### config.mk
export PLATFORM = sky130hd
export DESIGN_NAME = light_sequencer
export DESIGN_NICKNAME = d
export VERILOG_FILES = /design/src/rtl/light_seq_pkg.sv /design/src/rtl/lfsr_gen.sv /design/src/rtl/light_sequencer.sv
export SDC_FILE = /design/constraint.sdc
export NUM_CORES = 1
export LEC_CHECK = 0
export BUFFER_PORTS_ARGS = -buffer_cell sky130_fd_sc_hd__buf_2
export CORE_MARGIN = 2
export CORE_UTILIZATION = 55
export CTS_BUF_LIST = sky130_fd_sc_hd__clkbuf_4
export DETAILED_ROUTE_END_ITERATION = 12
export PLACE_DENSITY = 0.8
export SLEW_MARGIN = 20
export SYNTH_ARGS = -nofsm -noshare
export SYNTH_HDL_FRONTEND = slang
export SYNTH_SLANG_ARGS = --single-unit
### constraint.sdc
create_clock -name clk -period 7.1 [get_ports clk]
set_input_delay 0.71 -clock clk [delete_from_list [all_inputs] [get_ports clk]]
set_output_delay 0.71 -clock clk [all_outputs]
set_load 0.01 [all_outputs]
### src/rtl/light_seq_pkg.sv
// Shared definitions for the light sequencer: FSM encoding and LFSR tap masks.
package light_seq_pkg;

  typedef enum logic [1:0] {
    ST_IDLE = 2'd0,
    ST_GAP  = 2'd1,
    ST_PICK = 2'd2,
    ST_ON   = 2'd3
  } state_t;

  // Maximal-length Fibonacci masks, bit n-1 set for polynomial term x^n.
  localparam logic [63:0] TAPS_8  = 64'h0000_0000_0000_00B8;
  localparam logic [63:0] TAPS_9  = 64'h0000_0000_0000_0110;
  localparam logic [63:0] TAPS_10 = 64'h0000_0000_0000_0240;
  localparam logic [63:0] TAPS_11 = 64'h0000_0000_0000_0500;
  localparam logic [63:0] TAPS_12 = 64'h0000_0000_0000_0E08;
  localparam logic [63:0] TAPS_13 = 64'h0000_0000_0000_1C80;
  localparam logic [63:0] TAPS_14 = 64'h0000_0000_0000_3802;
  localparam logic [63:0] TAPS_15 = 64'h0000_0000_0000_6000;
  localparam logic [63:0] TAPS_16 = 64'h0000_0000_0000_B400;
  localparam logic [63:0] TAPS_20 = 64'h0000_0000_0009_0000;
  localparam logic [63:0] TAPS_24 = 64'h0000_0000_00E1_0000;
  localparam logic [63:0] TAPS_32 = 64'h0000_0000_8020_0003;

  function automatic logic [63:0] lfsr_taps(input int width);
    case (width)
      8:       return TAPS_8;
      9:       return TAPS_9;
      10:      return TAPS_10;
      11:      return TAPS_11;
      12:      return TAPS_12;
      13:      return TAPS_13;
      14:      return TAPS_14;
      15:      return TAPS_15;
      20:      return TAPS_20;
      24:      return TAPS_24;
      32:      return TAPS_32;
      default: return TAPS_16;
    endcase
  endfunction

endpackage

### src/rtl/lfsr_gen.sv
// Left-shifting Fibonacci LFSR; a zero seed is forced to 1 so the register never locks up.
module lfsr_gen #(
  parameter int               WIDTH = 16,
  parameter logic [WIDTH-1:0] TAPS  = '1
) (
  input  logic             clk,
  input  logic             reset,
  input  logic             load,
  input  logic [WIDTH-1:0] seed,
  output logic [WIDTH-1:0] value
);

  always_ff @(posedge clk or posedge reset) begin
    if (reset)
      value <= WIDTH'(1);
    else if (load)
      value <= (seed == '0) ? WIDTH'(1) : seed;
    else
      value <= {value[WIDTH-2:0], ^(value & TAPS)};
  end

endmodule

### src/rtl/light_sequencer.sv
// Whack-a-mole sequencer: gap, random pick, timed light with hit/miss scoring.
// Define LIGHT_SEQ_NO_REPEAT_EN to forbid lighting the same LED twice in a row.
module light_sequencer
  import light_seq_pkg::*;
#(
  parameter  int NUM_LIGHTS = 9,
  parameter  int TIME_W     = 28,
  parameter  int LFSR_W     = 16,
  localparam int IDX_W      = $clog2(NUM_LIGHTS)
) (
  input  logic                  clk,
  input  logic                  reset,
  input  logic                  enable,
  input  logic                  load_seed,
  input  logic [LFSR_W-1:0]     seed,
  input  logic [TIME_W-1:0]     light_on,
  input  logic [TIME_W-1:0]     light_between,
  input  logic [NUM_LIGHTS-1:0] hit,
  output logic [NUM_LIGHTS-1:0] lights,
  output logic [IDX_W-1:0]      active_idx,
  output logic                  hit_pulse,
  output logic                  miss_pulse
);

  localparam logic [63:0]       TAPS_ALL = lfsr_taps(LFSR_W);
  localparam logic [LFSR_W-1:0] TAPS     = TAPS_ALL[LFSR_W-1:0];
  localparam logic [IDX_W:0]    NL       = (IDX_W+1)'(NUM_LIGHTS);
  localparam logic [IDX_W-1:0]  LAST_IDX = IDX_W'(NUM_LIGHTS - 1);

  // A programmed time of 0 behaves as 1 cycle, so the counter preload saturates at 0.
  function automatic logic [TIME_W-1:0] load_val(input logic [TIME_W-1:0] t);
    return (t == '0) ? '0 : t - TIME_W'(1);
  endfunction

  state_t                  state, state_nxt;
  logic [TIME_W-1:0]       cnt, cnt_nxt;
  logic [LFSR_W-1:0]       lfsr;
  logic [IDX_W:0]          raw, red;
  logic [IDX_W-1:0]        idx_pick, idx_nxt;
  logic [NUM_LIGHTS-1:0]   lights_nxt;
  logic                    hit_now, miss_now;

  lfsr_gen #(
    .WIDTH (LFSR_W),
    .TAPS  (TAPS)
  ) u_lfsr (
    .clk   (clk),
    .reset (reset),
    .load  (load_seed),
    .seed  (seed),
    .value (lfsr)
  );

`ifdef LIGHT_SEQ_NO_REPEAT_EN
  logic [IDX_W-1:0] last_idx;

  always_ff @(posedge clk or posedge reset) begin
    if (reset)
      last_idx <= LAST_IDX;
    else if (enable && state == ST_PICK)
      last_idx <= idx_pick;
  end
`endif

  // Fold the raw LFSR slice into 0..NUM_LIGHTS-1 with a single conditional subtract.
  always_comb begin
    raw      = {1'b0, lfsr[IDX_W-1:0]};
    red      = (raw >= NL) ? raw - NL : raw;
    idx_pick = red[IDX_W-1:0];
`ifdef LIGHT_SEQ_NO_REPEAT_EN
    if (idx_pick == last_idx)
      idx_pick = (idx_pick == LAST_IDX) ? '0 : idx_pick + IDX_W'(1);
`endif
  end

  always_comb begin
    state_nxt = state;
    cnt_nxt   = cnt;
    idx_nxt   = active_idx;
    hit_now   = 1'b0;
    miss_now  = 1'b0;
    if (!enable) begin
      state_nxt = ST_IDLE;
    end else begin
      case (state)
        ST_IDLE: begin
          state_nxt = ST_GAP;
          cnt_nxt   = load_val(light_between);
        end
        ST_GAP: begin
          if (cnt == '0) state_nxt = ST_PICK;
          else           cnt_nxt   = cnt - TIME_W'(1);
        end
        ST_PICK: begin
          idx_nxt   = idx_pick;
          cnt_nxt   = load_val(light_on);
          state_nxt = ST_ON;
        end
        ST_ON: begin
          // A hit in the expiry cycle still scores: hit is checked first.
          if (hit[active_idx]) begin
            hit_now   = 1'b1;
            state_nxt = ST_GAP;
            cnt_nxt   = load_val(light_between);
          end else if (cnt == '0) begin
            miss_now  = 1'b1;
            state_nxt = ST_GAP;
            cnt_nxt   = load_val(light_between);
          end else begin
            cnt_nxt   = cnt - TIME_W'(1);
          end
        end
        default: state_nxt = ST_IDLE;
      endcase
    end
    lights_nxt = (state_nxt == ST_ON) ? (NUM_LIGHTS'(1) << idx_nxt) : '0;
  end

  always_ff @(posedge clk or posedge reset) begin
    if (reset) begin
      state      <= ST_IDLE;
      cnt        <= '0;
      active_idx <= '0;
      lights     <= '0;
      hit_pulse  <= 1'b0;
      miss_pulse <= 1'b0;
    end else begin
      state      <= state_nxt;
      cnt        <= cnt_nxt;
      active_idx <= idx_nxt;
      lights     <= lights_nxt;
      hit_pulse  <= hit_now;
      miss_pulse <= miss_now;
    end
  end

endmodule

# Word level (Yosys, flattened, before mapping)
# Cells that the tools add are included.
[word_totals]
elab_cells = 52
ff_bits = 61
[op_classes]
eq_ne = 5
muxes = 26
magnitude_cmp = 2
shift = 1
reduce_logical = 7
add_sub_neg = 4
[ops]
columns = ["operator", "n"]
rows = [
  ["28-bit 2-to-1 mux", 5],
  ["28-bit case mux with 4 select lines", 1],
  ["28-bit zero test", 3],
  ["28-bit by 1-bit subtractor with 28-bit output (second input constant)", 3],
  ["16-bit 2-to-1 mux", 2],
  ["16-bit zero test", 1],
  ["16-bit parity", 1],
  ["4-bit 2-to-1 mux", 3],
  ["9-bit 2-to-1 mux", 1],
  ["1-bit by 4-bit << shifter with 9-bit output (first input constant)", 1],
  ["1-bit 2-to-1 mux", 8],
  ["2-bit 2-to-1 mux", 4],
  ["2-bit case mux with 4 select lines", 1],
  ["2-bit equality test (second input constant)", 3],
  ["4-bit by 5-bit less-than comparator with 1-bit output (second input constant)", 1],
  ["1-bit binary-select mux with 4-bit select", 1],
  ["4-bit greater-or-equal comparator (second input constant)", 1],
  ["4-bit subtractor (second input constant)", 1],
  ["2-bit by 1-bit equality test with 1-bit output (second input constant)", 1],
  ["2-bit zero test", 1],
  ["2-bit inequality test (second input constant)", 1],
  ["2-bit AND reduction", 1],
]

# Longest topological paths before layout
# Gate-level depths: netlist (run 1).
[depth]
ltp_word = 7
mapped_depth = 12
mapped_depth_nobuf = 9

# Cells and area by module
# A second synthesis (run 1) with hierarchy kept.
[hier_totals]
hier_cells = 539
hier_area_um2 = 4717.0
[modules_own_cells]
columns = ["mod", "area_per_inst_um2", "instances", "cells_per_inst", "seq_area_each_um2"]
rows = [
  ["light_sequencer", 4007.6, 1, 495, 1126.1],
  ["lfsr_gen", 709.4, 1, 44, 401.6],
]

# Worst setup path before layout (run 1)
# Ideal clock, no wire load.
[synth_timing]
kind = "register to register"
from = "reg cnt[0]"
to = "reg cnt[26]"
slack_ps = 4209
n_path_buf = 2
t_arrival_ps = 2765
t_required_ps = 6974
stages_incl_launch_ff = 12
setup_ps = 126
cell_sequence = "dfrtp_1 > inv_1 > ha_1 > or3b_1 > or4_1 > buf_6 > o41ai_4 > buf_6 > inv_4 > a32oi_1 > o22ai_1 > a221o_1"
[synth_via]
elab_chain_cells = 4
word_cells_on_any_way = 8
[synth_rtl]
columns = ["element", "line", "rtl"]
rows = [
  ["from (decl)", "light_sequencer.sv:36", "logic [TIME_W-1:0] cnt, cnt_nxt;"],
  ["from (signal assigned)", "light_sequencer.sv:129", "cnt <= cnt_nxt;"],
  ["28-bit by 1-bit subtractor with 28-bit output or 28-bit zero test (tied branches)", "-", ""],
  ["28-bit 2-to-1 mux", "light_sequencer.sv:105", "end else if (cnt == '0) begin"],
  ["28-bit 2-to-1 mux", "light_sequencer.sv:101", "if (hit[active_idx]) begin"],
  ["28-bit case mux with 4 select lines", "light_sequencer.sv:85", "case (state)"],
]
# Several ways; a longest one is shown, not always the timed one. The select of a mux whose other input is x is not followed.
# A chain may end at the register's enable or synchronous reset.

# Final worst setup path (run 1)
# Ends and elaborated chain as after synthesis.

==> run summary, run 1 <==
Final Skew: 9.119 ps
ANT cells: 0
Die H: 97.42 µm
status: finished clean
ANT nets after route: 0
pre-CTS setup slack: 3285 ps
Root Buffer: clkbuf_4
Routed Wire Length: 14170 µm
IO Count: 100
Worst R2R End: cnt[26]
count of cell types in the netlist: 73
CP Launch Type: flip-flop
die area: 9490 µm²
post-cts sizing count: 0
layout overhead on the synthesized area: 14.05%
Post-synth EDFFs: 0
total global routing overflow: 0
Placed Area: 5351 µm²
Mapped Nets: 659
Period minus WS final: 3897 ps
vias in the first global route: 4834
sequential fraction of the synthesis area: 31.83%
Clock Tree Buf Depth: 2
max-cap viol count: 0
H-tree depth: 3
Hold Path Sink: u_lfsr.value[10]
Pleak: 2.233 nW
# setup viols final: 0
CP arrival: 4190 ps
Setup WS post-layout: 3203 ps
worst reg2reg path depth: 10
latest clock arrival within the worst-skew pair: 400 ps
Via density: 6.579
number of CTS-inserted buffers: 9
core box area: 8593 µm²
Port Buffers: 99
Post-Syn Area: 4800 µm²
RSZ-0062 raised after global routing: no
Min-Delay Path Depth: 1
drt wl/cell: 18.42 µm
dpl cells: 754
fin cells: 769
initial antenna violation count: 0
Site Rows: 34
Clock Pin Slew Worst Setup and Hold Paths: 110 ps
Die X: 97.42 µm
#FFs+latches synth: 61
final setup TNS: 0 ps
Final Hold Viols: 0
Req. time, crit path: 7400 ps
Pwr Total: 0.8461 mW
Yosys warning count: 0
Setup Buffers After CTS: 0
largest net degree at the start of global routing: 62
post-route clock period utilization: 54.89%
HPWL after DPL: 10760 µm
critical path type: flip-flop to flip-flop
PwrDens: 154.6 nW/µm²
fmax: 256.6 MHz
worst r2r src: cnt[0]
Design Area, Final: 5474 µm²
Tightest Pin Transition: 1112 ps
CTS tree: built
share of layout cells above drive strength 1: 23.00%
asr flop ratio synth: 100.0%
Avg Cell Area, Syn: 8.465 µm²
clk sinks: 61
global-route wire length before repair: 23040 µm
VDD IR max: 0.08180 mV
Setup crit end kind: flip-flop
Starting Density: 55.85%
DRC viols: 0
Final Max Tran Viols: 0
total track usage: 29.53%
Syn Inst Count: 567
CP Max Fanout: 23
initial DRC count: 546
hold_buf cts: 0
Min Hold Slack: 485.8 ps
FF-to-FF setup slack: 3200 ps
Worst Hold Class: flip-flop to flip-flop
Routability Congestion: 1.025
# nets final: 749
DR vias: 5059
Final Core Density: 63.70%
slew margin rel.: 25.20%
router iterations before antenna repair: 5
Synth Flop Type: dfrtp_1
hold path startpoint: u_lfsr.value[9]
-- registers in the layout, summed over array words and instances (netlist names) --
name,cells
active_idx,4
cnt,28
hit_pulse,1
lights,9
miss_pulse,1
state,2
u_lfsr.value,16
-- report_power, final --
group / total [mW] / switching, mW / internal (mW)
sequential: 0.415 / 0.0339 / 0.381
clock: 0.228 / 0.126 / 0.102
combinational: 0.203 / 0.115 / 0.0875
-- cell type report --
cell class,count,area (µm²)
Sequential cell,61,1528
Timing Repair Buffer,103,525.5
Fill cell,752,3119
Clock inverter,6,55.05
Clock buffer,9,67.56
Tap cell,108,135.1
Inverter,19,73.82
Multi-Input combinational cell,463,3089
-- logic make-up after synthesis --
group	Yosys count	share of synthesized area (%)
compound gates	122	19.21
fa+ha+maj	7	1.825
flops	61	31.83
xor+xnor	50	9.124
simple gates	267	30.06
buf+inv	43	3.962
mux	17	3.988
-- cell usage in the layout (no fill, tap or decap), types with 6 or more instances in the layout --
cell and instances:
a21oi_1 13, a22oi_1 11, a32oi_1 7, buf_2 99, clkbuf_4 9, dfrtp_1 60, ha_1 7, inv_1 16
mux2_2 17, nand2_1 48, nand3_1 19, nand4_1 14, nor2_1 46, nor3_1 39, nor3b_1 6, nor4_1 25
o211ai_1 10, o21ai_0 25, or2_2 7, or3_1 17, or4_1 14, xnor2_1 27, xor2_1 23
-- critical path, stage by stage, from the launching register on --
cell     delay (ps)
dfrtp_1         420
inv_1            90
ha_1            180
or3b_1          470
or4_1           750
o41ai_4         740
buf_4           350
inv_4           150
a32oi_1         260
o22ai_1         110
a221o_1         270
-- synthesized netlist by cell type (7+ instances only) --
| library cell | count | area, µm² |
|---|---|---|
| nor3_1 | 39 | 195.2 |
| xnor2_1 | 27 | 236.5 |
| clkbuf_1 | 15 | 56.30 |
| a32oi_1 | 7 | 61.31 |
| nand4_1 | 14 | 87.58 |
| nand2_1 | 48 | 180.2 |
| nor2_1 | 46 | 172.7 |
| o21ai_0 | 25 | 125.1 |
| nand3_1 | 19 | 95.09 |
| xor2_1 | 23 | 201.4 |
| or2_2 | 7 | 43.79 |
| o211ai_1 | 10 | 75.07 |
| nor4_1 | 25 | 156.4 |
| a22oi_1 | 11 | 82.58 |
| ha_1 | 7 | 87.58 |
| or4_1 | 14 | 105.1 |
| or3_1 | 17 | 106.4 |
| a21oi_1 | 13 | 65.06 |
| inv_1 | 17 | 63.81 |
| mux2_2 | 17 | 191.4 |
| dfrtp_1 | 60 | 1501 |
-- worst max path at each step --
stage	start	end	slack, ps	depth (start not counted)
final	cnt[0]	cnt[26]	3200	10
after global routing	cnt[0]	cnt[26]	3080	10
after CTS	cnt[0]	cnt[26]	3290	10
after detailed placement	cnt[0]	cnt[26]	3280	10
after global placement	cnt[0]	cnt[10]	3390	8
after floorplan	cnt[0]	cnt[26]	4210	11
-- metal layers --
metal	track usage, %	share of wire [%]	vias up
li1	-	-	2342
met1	38.82	41	2355
met2	47.37	47	319
met3	6.187	9.7	43
met4	12.50	2.5	0
met5	0	0	-
Power figures use the tool's default switching activity.
==> run 2, diff against run 1 <==
- CORE_UTILIZATION: 55 -> 52
- PLACE_DENSITY: 0.8 -> 0.79
- clock period: 7.1 -> 3.45 ns (I/O delays scaled with it)
==> run summary, run 2 (synthesized netlist as in run 1, its figures left out) <==
status: finished clean
met2 Use GR: 48.60% (+1.2 points)
final setup TNS: 0 ps (unchanged)
HPWL after DPL: 11190 µm (+4.0%)
worst r2r src: cnt[0]
Die X: 100.1 µm (+2.7%)
Top reg by flops: cnt
worst reg2reg path depth: 9 (-1)
clk sinks: 61 (unchanged)
# nets final: 762 (+1.7%)
Req. time, crit path: 3760 ps (-3640 ps)
post-route clock period utilization: 94.57% (+40 points)
Logic pwr share: 24.0% (about the same)
dpl cells: 770 (+2.1%)
most frequent cells in the layout: 99 x buf_2, 60 x dfrtp_1, 48 x nand2_1
fin cells: 786 (+2.2%)
layout overhead on the synthesized area: 16.27%
RSZ-0062 raised after global routing: no
fmax: 306.5 MHz (+19%)
GRT met3 Usage: 5.362% (-0.82 points)
# setup viols final: 0 (unchanged)
Site Rows: 35 (+2.9%)
Final Hold Viols: 0 (unchanged)
CTS tree: built
sw frac: 33.16% (+0.61 points)
global route hottest layer: met2
Clock Pin Slew Worst Setup and Hold Paths: 110 ps (about the same)
VDD IR max: 0.1199 mV (+47%)
Die H: 100.1 µm (+2.7%)
Internal: 1.185 mW (+110%)
Via density: 6.496 (-1.3%)
Reg power frac: 48.1% (-1.0 points)
Pleak: 2.306 nW (+3.3%)
Placed Area: 5445 µm² (+1.8%)
CP Launch Type: flip-flop
max FFs per register: 28 (unchanged)
slew margin rel.: 33.83% (+8.6 points)
largest net degree at the start of global routing: 55 (-11%)
ANT nets after route: 0 (unchanged)
drt wl/cell: 18.23 µm (-1.1%)
Period minus WS final: 3263 ps (-634.6 ps)
Routability Congestion: 0.9343 (-8.9%)
Setup WS post-layout: 187.3 ps (-3015 ps)
vias in the first global route: 4770 (-1.3%)
Clock Tree Buf Depth: 2 (unchanged)
fillers: 798 (+6.1%)
Setup crit start: cnt[0]
DRC viols: 0 (unchanged)
initial DRC count: 490 (-10%)
max-cap viol count: 0 (unchanged)
hold_buf cts: 0 (unchanged)
total track usage: 29.24% (-0.29 points)
FF-to-FF setup slack: 190 ps (-3020 ps)
Design Area, Final: 5580 µm² (+1.9%)
latest clock arrival within the worst-skew pair: 420 ps (+20 ps)
Setup Buffers After CTS: 0 (unchanged)
share of layout cells above drive strength 1: 24.89% (+1.9 points)
clock network power share: 27.9% (+1.0 points)
Setup crit end kind: flip-flop
CP Max Fanout: 23 (unchanged)
H-tree depth: 3 (unchanged)
Final Skew: 13.15 ps (+4.029 ps)
Port Buffers: 99 (unchanged)
Routed Wire Length: 14330 µm (+1.1%)
initial antenna violation count: 0 (unchanged)
core box area: 9109 µm² (+6.0%)
Tightest Pin Transition: 988.9 ps (-122.9 ps)
die area: 10010 µm² (+5.5%)
pre-CTS setup slack: 228.0 ps (-3057 ps)
Final Max Tran Viols: 0 (unchanged)
router iterations before antenna repair: 5 (unchanged)
critical path type: flip-flop to flip-flop
leading registers by flop count: cnt x28, u_lfsr.value x16, lights x9
CP endpoint: cnt[26]
global-route wire length before repair: 23220 µm (+0.78%)
Worst R2R End: cnt[26]
Root Buffer: clkbuf_4
Worst Hold Class: input pin to async pin
number of CTS-inserted buffers: 9 (unchanged)
Starting Density: 52.69% (-3.2 points)
CP arrival: 3580 ps (-610 ps)
post-cts sizing count: 0 (unchanged)
commonest non-fill, non-tap cell in the layout: buf_2
DR vias: 5106 (+0.93%)
switching power: 0.5879 mW (+110%)
total global routing overflow: 0 (unchanged)
PwrDens: 317.7 nW/µm² (+110%)
IO Count: 100 (unchanged)
M1 GR Usage: 38.58% (-0.24 points)
ANT cells: 0 (unchanged)
run 2: changes by cell type in the layout (fill, tap and decap cells not counted):
| cell | before | now |
|---|---|---|
| a211oi_2 | 0 | 1 |
| a211oi_4 | 1 | 0 |
| buf_4 | 4 | 17 |
| clkinv_1 | 3 | 1 |
| clkinv_2 | 2 | 5 |
| clkinv_4 | 0 | 1 |
| inv_2 | 1 | 0 |
run 2: per-layer routing:
metal,up-vias,share of wire [%]
li1,2381,-
met1,2360,41
met2,329,46
met3,36,10
met4,0,2.6
met5,-,0
run 2: worst min-delay path by stage:
stage | from | slack, ps | endpoint | cells after the start
floorplan | u_lfsr.value[9] | 460 | u_lfsr.value[10] | 1
CTS | seed[3] | 140 | u_lfsr.value[3] | 3
finish | reset | 80 | u_lfsr.value[10] | 2
detailed placement | u_lfsr.value[11] | 470 | u_lfsr.value[12] | 1
global placement | u_lfsr.value[9] | 460 | u_lfsr.value[10] | 1
global route | reset | 160 | u_lfsr.value[10] | 2
run 2: area by class of cell:
cell class	instances	area, µm²	share of cell area, %
inverter	19	75.07	1.345
multi-input combinational	463	3082	55.22
sequential	61	1528	27.38
tap	111	138.9	2.489
clock inverter	7	66.31	1.188
clock buffer	9	67.56	1.211
timing repair buffer	116	623.1	11.17
run 2: power groups by stage:
stage                     logic (mW)  clock network, mW  registers (mW)
after floorplan                0.270                  0           0.844
after global placement         0.403                  0           0.859
after detailed placement       0.417                  0           0.862
after CTS                      0.419              0.502           0.850
after global routing           0.471              0.529           0.861
final                          0.426              0.495           0.852
run 2: per-stage QoR:
stage	power (mW)	utilization [%]	hold slack, ps
floorplan	1.114	-	455.6
detailed placement	1.279	59.78	472.7
global placement	1.262	59.78	457.1
finish	1.773	61.26	76.51
global route	1.862	61.26	155.3
CTS	1.771	61.25	136.1
run 2: worst max-delay path, cell delays in order (launching register included):
cell     delay [ps]
dfrtp_1         420
inv_1            90
ha_1            180
or3b_1          460
or4_1           620
o41ai_4         550
inv_4           210
a32oi_1         270
o22ai_1         100
a221o_1         260
